<file path="config.mk">
export PLATFORM = sky130hd
export DESIGN_NAME = uart_cmd_ctrl
export DESIGN_NICKNAME = d
export VERILOG_FILES = /design/src/rtl/uart_cmd_ctrl.sv
export SDC_FILE = /design/constraint.sdc
export NUM_CORES = 1
export LEC_CHECK = 0
export CAP_MARGIN = 10
export CORE_MARGIN = 1.5
export CORE_UTILIZATION = 43
export CTS_CLUSTER_DIAMETER = 150
export CTS_CLUSTER_SIZE = 40
export DETAILED_ROUTE_END_ITERATION = 8
export PLACE_DENSITY_LB_ADDON = 0.12
export SYNTH_ARGS = -nofsm -noshare
export SYNTH_HDL_FRONTEND = slang
export SYNTH_SLANG_ARGS = --single-unit
export TNS_END_PERCENT = 30
</file>
<file path="constraint.sdc">
create_clock -name clk -period 3.3 [get_ports clk]
set_clock_uncertainty 0.1 [all_clocks]
set_input_delay 0.33 -clock clk [delete_from_list [all_inputs] [get_ports clk]]
set_output_delay 0.33 -clock clk [all_outputs]
set_load 0.005 [all_outputs]
</file>
<file path="src/rtl/uart_cmd_ctrl.sv">
// rtl/uart_cmd_ctrl.sv - UART framed command parser driving an 8-bit register bus
module uart_cmd_ctrl #(
  parameter int unsigned TIMEOUT_CLKS = 100000,
  parameter logic [7:0]  SYNC_BYTE    = 8'hA5,
  parameter logic [7:0]  RESP_SYNC    = 8'h5A
) (
  input  logic       clk,
  input  logic       rst,
  input  logic [7:0] rx_byte,
  input  logic       rx_done,
  output logic [7:0] tx_data,
  output logic       tx_valid,
  input  logic       tx_ready,
  output logic [7:0] reg_addr,
  output logic [7:0] reg_wdata,
  output logic       reg_we,
  output logic       reg_re,
  input  logic [7:0] reg_rdata,
  output logic       frame_err
);

  localparam int unsigned CW = (TIMEOUT_CLKS > 2) ? $clog2(TIMEOUT_CLKS) : 1;
  localparam logic [CW-1:0] TO_LAST = CW'(TIMEOUT_CLKS - 1);
  localparam logic [7:0] CMD_WR = 8'h01;
  localparam logic [7:0] CMD_RD = 8'h02;
  localparam logic [7:0] ACK    = 8'h06;
  localparam logic [7:0] NAK    = 8'h15;

  typedef enum logic [3:0] {
    ST_HUNT, ST_CMD, ST_ADDR, ST_DATA, ST_CHK,
    ST_EXEC_W, ST_EXEC_R, ST_RD_WAIT, ST_RESP, ST_RESP2
  } state_t;

  state_t        state_q;
  logic          rx_done_q;
  logic [CW-1:0] cnt_q;
  logic [CW-1:0] cnt_d;
  logic [7:0]    cmd_q, addr_q, data_q, resp_q;
  logic [7:0]    tx_data_q, reg_addr_q, reg_wdata_q;
  logic          tx_valid_q, reg_we_q, reg_re_q, frame_err_q;
  logic          rx_stb;
  logic          cmd_ok;
  logic [7:0]    chk_exp;

  // Rising edge of rx_done marks one received byte regardless of how long done stays high
  assign rx_stb  = rx_done & ~rx_done_q;
  // Idle-cycle count after this cycle; the frame is abandoned when it reaches the limit
  assign cnt_d   = cnt_q + 1'b1;
  assign cmd_ok  = (cmd_q == CMD_WR) || (cmd_q == CMD_RD);
  assign chk_exp = (cmd_q == CMD_WR) ? (cmd_q ^ addr_q ^ data_q) : (cmd_q ^ addr_q);

  assign tx_data   = tx_data_q;
  assign tx_valid  = tx_valid_q;
  assign reg_addr  = reg_addr_q;
  assign reg_wdata = reg_wdata_q;
  assign reg_we    = reg_we_q;
  assign reg_re    = reg_re_q;
  assign frame_err = frame_err_q;

  // Frame parser, bus sequencer and response handshake with registered outputs
  always_ff @(posedge clk or negedge rst) begin
    if (!rst) begin
      state_q     <= ST_HUNT;
      rx_done_q   <= 1'b0;
      cnt_q       <= '0;
      cmd_q       <= '0;
      addr_q      <= '0;
      data_q      <= '0;
      resp_q      <= '0;
      tx_data_q   <= '0;
      tx_valid_q  <= 1'b0;
      reg_addr_q  <= '0;
      reg_wdata_q <= '0;
      reg_we_q    <= 1'b0;
      reg_re_q    <= 1'b0;
      frame_err_q <= 1'b0;
    end else begin
      rx_done_q   <= rx_done;
      reg_we_q    <= 1'b0;
      reg_re_q    <= 1'b0;
      frame_err_q <= 1'b0;
      unique case (state_q)
        ST_HUNT: begin
          if (rx_stb && (rx_byte == SYNC_BYTE)) begin
            state_q <= ST_CMD;
            cnt_q   <= '0;
          end
        end
        ST_CMD, ST_ADDR, ST_DATA, ST_CHK: begin
          if (rx_stb) begin
            // A byte arriving on the limit cycle is still accepted
            cnt_q <= '0;
            case (state_q)
              ST_CMD: begin
                cmd_q   <= rx_byte;
                state_q <= ST_ADDR;
              end
              ST_ADDR: begin
                addr_q  <= rx_byte;
                state_q <= (cmd_q == CMD_WR) ? ST_DATA : ST_CHK;
              end
              ST_DATA: begin
                data_q  <= rx_byte;
                state_q <= ST_CHK;
              end
              default: begin
                if (!cmd_ok || (rx_byte != chk_exp)) begin
                  resp_q      <= NAK;
                  frame_err_q <= 1'b1;
                  tx_valid_q  <= 1'b1;
                  tx_data_q   <= RESP_SYNC;
                  state_q     <= ST_RESP;
                end else if (cmd_q == CMD_WR) begin
                  reg_we_q    <= 1'b1;
                  reg_addr_q  <= addr_q;
                  reg_wdata_q <= data_q;
                  state_q     <= ST_EXEC_W;
                end else begin
                  reg_re_q    <= 1'b1;
                  reg_addr_q  <= addr_q;
                  state_q     <= ST_EXEC_R;
                end
              end
            endcase
          end else if (cnt_d == TO_LAST) begin
            state_q     <= ST_HUNT;
            frame_err_q <= 1'b1;
            cnt_q       <= '0;
          end else begin
            cnt_q <= cnt_d;
          end
        end
        ST_EXEC_W: begin
          resp_q     <= ACK;
          tx_valid_q <= 1'b1;
          tx_data_q  <= RESP_SYNC;
          state_q    <= ST_RESP;
        end
        ST_EXEC_R: begin
          state_q <= ST_RD_WAIT;
        end
        ST_RD_WAIT: begin
          resp_q     <= reg_rdata;
          tx_valid_q <= 1'b1;
          tx_data_q  <= RESP_SYNC;
          state_q    <= ST_RESP;
        end
        ST_RESP: begin
          if (tx_ready) begin
            tx_data_q <= resp_q;
            state_q   <= ST_RESP2;
          end
        end
        ST_RESP2: begin
          if (tx_ready) begin
            tx_valid_q <= 1'b0;
            tx_data_q  <= '0;
            state_q    <= ST_HUNT;
          end
        end
        default: state_q <= ST_HUNT;
      endcase
    end
  end

endmodule

</file>
==> results.toml <==
[synth]
synth-seq-area-share_pct = 47.15
synth.distinct_cells = 64
syn_area_per_cell_um2 = 10.80
synth_area_um2 = 4352
yosys-top-cells-area = "dfrtp_1, mux2_2, xnor3_1, a21oi_1, a22o_1"
async_flop_share_pct = 100.0
yosys_register_bits = 82
post-synth-top-area-cell = "dfrtp_1"
synth_top_area_share_pct = 47.15
synth-edff-count = 0
ys.flop_type = "dfrtp_1"
synth.net_count = 425
yosysWarnings = 0
syn_inst = 403

[place]
dp_hpwl_mm = 7.142
io_buffers = 47
place_congestion = 0.9194
dpl.cell_count = 587

[finish]
final_cells = 603
final_cell_mix = "dfrtp_1, clkdlybuf4s50_1, mux2_2"
diodes = 0
layout_commonest_cell = "dfrtp_1"
final_util_pct = 54.33
fill_cells = 890
finalNetCount = 487
area_delta_synth_final_pct = 22.02
drive_gt1_share_pct = 19.15

[die]
core-area_um2 = 9774
rows = 36
design.die.area_um2 = 10730
start_util_pct = 44.52
die_h_um = 103.6
die_w_um = 103.6
io-pin-count = 48

[run]
drv_cap = 0

[worst_setup_path]
r2r_cells = 9
startpoint = "cnt_q[1]"
path_cells = "ha_1 -> xnor2_1 -> nor4_1 -> nand2_1 -> a2111o_1 -> o41a_1 -> buf_4 -> a41oi_1 -> a31oi_1"
critPathCaptureType = "flop"
reg2reg_slack_ns = 0.28
required_ns = 3.43
path_class = "flop to flop"
cp-start-kind = "flop"
regToRegEndpoint = "cnt_q[9]"
max_stage_delay_ns = 0.61
critPathArrivalTime_ns = 3.14
critPathMaxFanout = 12
cpMaxStageDelayCell = "o41a_1"
r2r-start = "cnt_q[1]"
cp-endpoint = "cnt_q[9]"

[global_route]
grt_first_pass_wirelength_mm = 16.73
first_global_vias = 3348
antenna_found_initial = 0
track_usage_pct = 19.31
grt_max_degree = 83
overflow = 0

[timing]
worst-slew-pin-transition_ns = 1.036
slew_violations = 0
rsz0062_at_grt = "no"
fin_crit_sh_pct = 91.43
max_freq_mhz = 331.4
fin_setup_tns_ns = 0
setup_violations = 0
maxSlewHeadroom_pct = 30.95
hold_viol = 0
period_minus_slack_ns = 3.017

[drt]
dr_wl_met3_um = 308
wl_per_cell_um = 16.51
drt-initial-drc-count = 172
top_layer_used = "met4"
met1_length_mm = 4.555
finalWirelength_mm = 9.955
avgViaCountPerCell = 5.660
dr.pass1.iters = 4
drtAntennaViolNets = 0
num_vias = 3413
drc = 0
route.met2.wl_mm = 4.948

[clock_network]
cts_buffers = 9
cts_tree = "built"
cts_buffer_depth = 2
cts_resized = 0
cts.sinks = 82
htreeDepth = 3
hold_buffers = 0
cts_setup_buffers = 0
clockRootBuffer = "clkbuf_8"
clk_latency_ns = 0.35
clkTransAtPathRegs_ns = 0.09

[power]
fin_total_pwr_mw = 4.138
net-switching-power_mw = 1.551
p_clk_share_pct = 19.8
p_leak_nw = 2.280
power_density_nw_per_um2 = 779.2
seqPwrFrac_pct = 39.1
p_comb_share_pct = 41.1
internal_power_mw = 2.587
swShare_pct = 37.47
peakVddDrop_uv = 318.4

[worst_hold_path]
hold_path.class = "input pin to asynchronous set/reset pin"

[run_status]
status = "complete, no violations"
## power groups by stage
stage	logic [mW]	registers, mW	clock network (mW)
after floorplan	1.31	1.49	0
after global placement	1.66	1.63	0
after detailed placement	1.69	1.64	0
after CTS	1.71	1.62	0.838
after global routing	1.87	1.67	0.881
final	1.70	1.62	0.818
## critical path, delay by kind of cell, from the launching register on
family | cells | cell delay, ns
AO/OA/AOI/OAI | 4 | 1.30
flip-flops | 1 | 0.48
adder cells (fa/ha/maj) | 1 | 0.32
buffers and inverters | 1 | 0.28
AND/OR/NAND/NOR | 2 | 0.25
XOR/XNOR | 1 | 0.15
## synth_stat cells, types with 4 or more instances
library cell / instances
a21oi_1: 23
a22o_1: 11
a31oi_1: 10
and3_1: 7
buf_2: 4
clkbuf_1: 17
dfrtp_1: 82
inv_1: 13
mux2_2: 39
nand2_1: 22
nand2b_1: 8
nand3_1: 14
nand4_1: 5
nor2_1: 23
nor2b_1: 10
nor3_1: 6
nor3b_1: 4
nor4_1: 7
o21ai_0: 19
xnor2_1: 6
xnor3_1: 6
xor2_1: 4
## layout make-up
cell class	instances	area, um2	area share (%)
Timing Repair Buffer	72	655.6	12.35
Tap cell	133	166.4	3.134
Sequential cell	82	2052	38.64
Inverter	13	48.80	0.9189
Clock buffer	12	145.1	2.733
Clock inverter	4	75.07	1.414
Multi-Input combinational cell	287	2167	40.81
## flip-flops by register name, indices dropped and copies added (netlist names)
name and count:
cmd_q 8, addr_q 8, tx_data 8, reg_we 1, data_q 8, rx_done_q 1
reg_re 1, frame_err 1, resp_q 8, cnt_q 17, state_q 4, reg_addr 8
reg_wdata 8, tx_valid 1
## cells by family (layout without fill, tap and decap cells)
group           after synthesis  in the layout  synth area share, %
xor+xnor                     17             17                5.664
compound gates               99             99                16.27
buf+inv                      34            101                3.048
simple gates                129            129                16.96
fa+ha+maj                     2              2               0.5750
mux                          40             40                10.32
flops                        82             82                47.15
## metrics by stage
stage | setup slack, ns | hold slack, ns | cell area (um2)
floorplan | 0.4868 | -0.06559 | 4352
global placement | 0.2680 | 0.3648 | 5090
detailed placement | 0.1922 | 0.3757 | 5090
CTS | 0.2758 | 0.08803 | 5310
global route | 0.01505 | 0.1544 | 5310
finish | 0.2827 | 0.03712 | 5310
## per-layer routing
layer	vias up	GRT usage, %
met2	63	32.48
met4	0	7.341
met3	12	2.517
met5	-	0
met1	1712	25.46
li1	1626	-
## worst min-delay path by stage
stage	depth (start not counted)	startpoint	slack, ns	to
2_1_floorplan	0	rst	-0.07	addr_q[0]
3_3_place_gp	2	resp_q[1]	0.36	resp_q[1]
3_5_place_dp	2	resp_q[1]	0.38	resp_q[1]
4_1_cts	1	rst	0.09	tx_data[3]
5_1_grt	1	rst	0.15	tx_data[3]
6_report	1	rst	0.04	tx_data[3]
No activity file was read; power rests on OpenSTA's default activity.
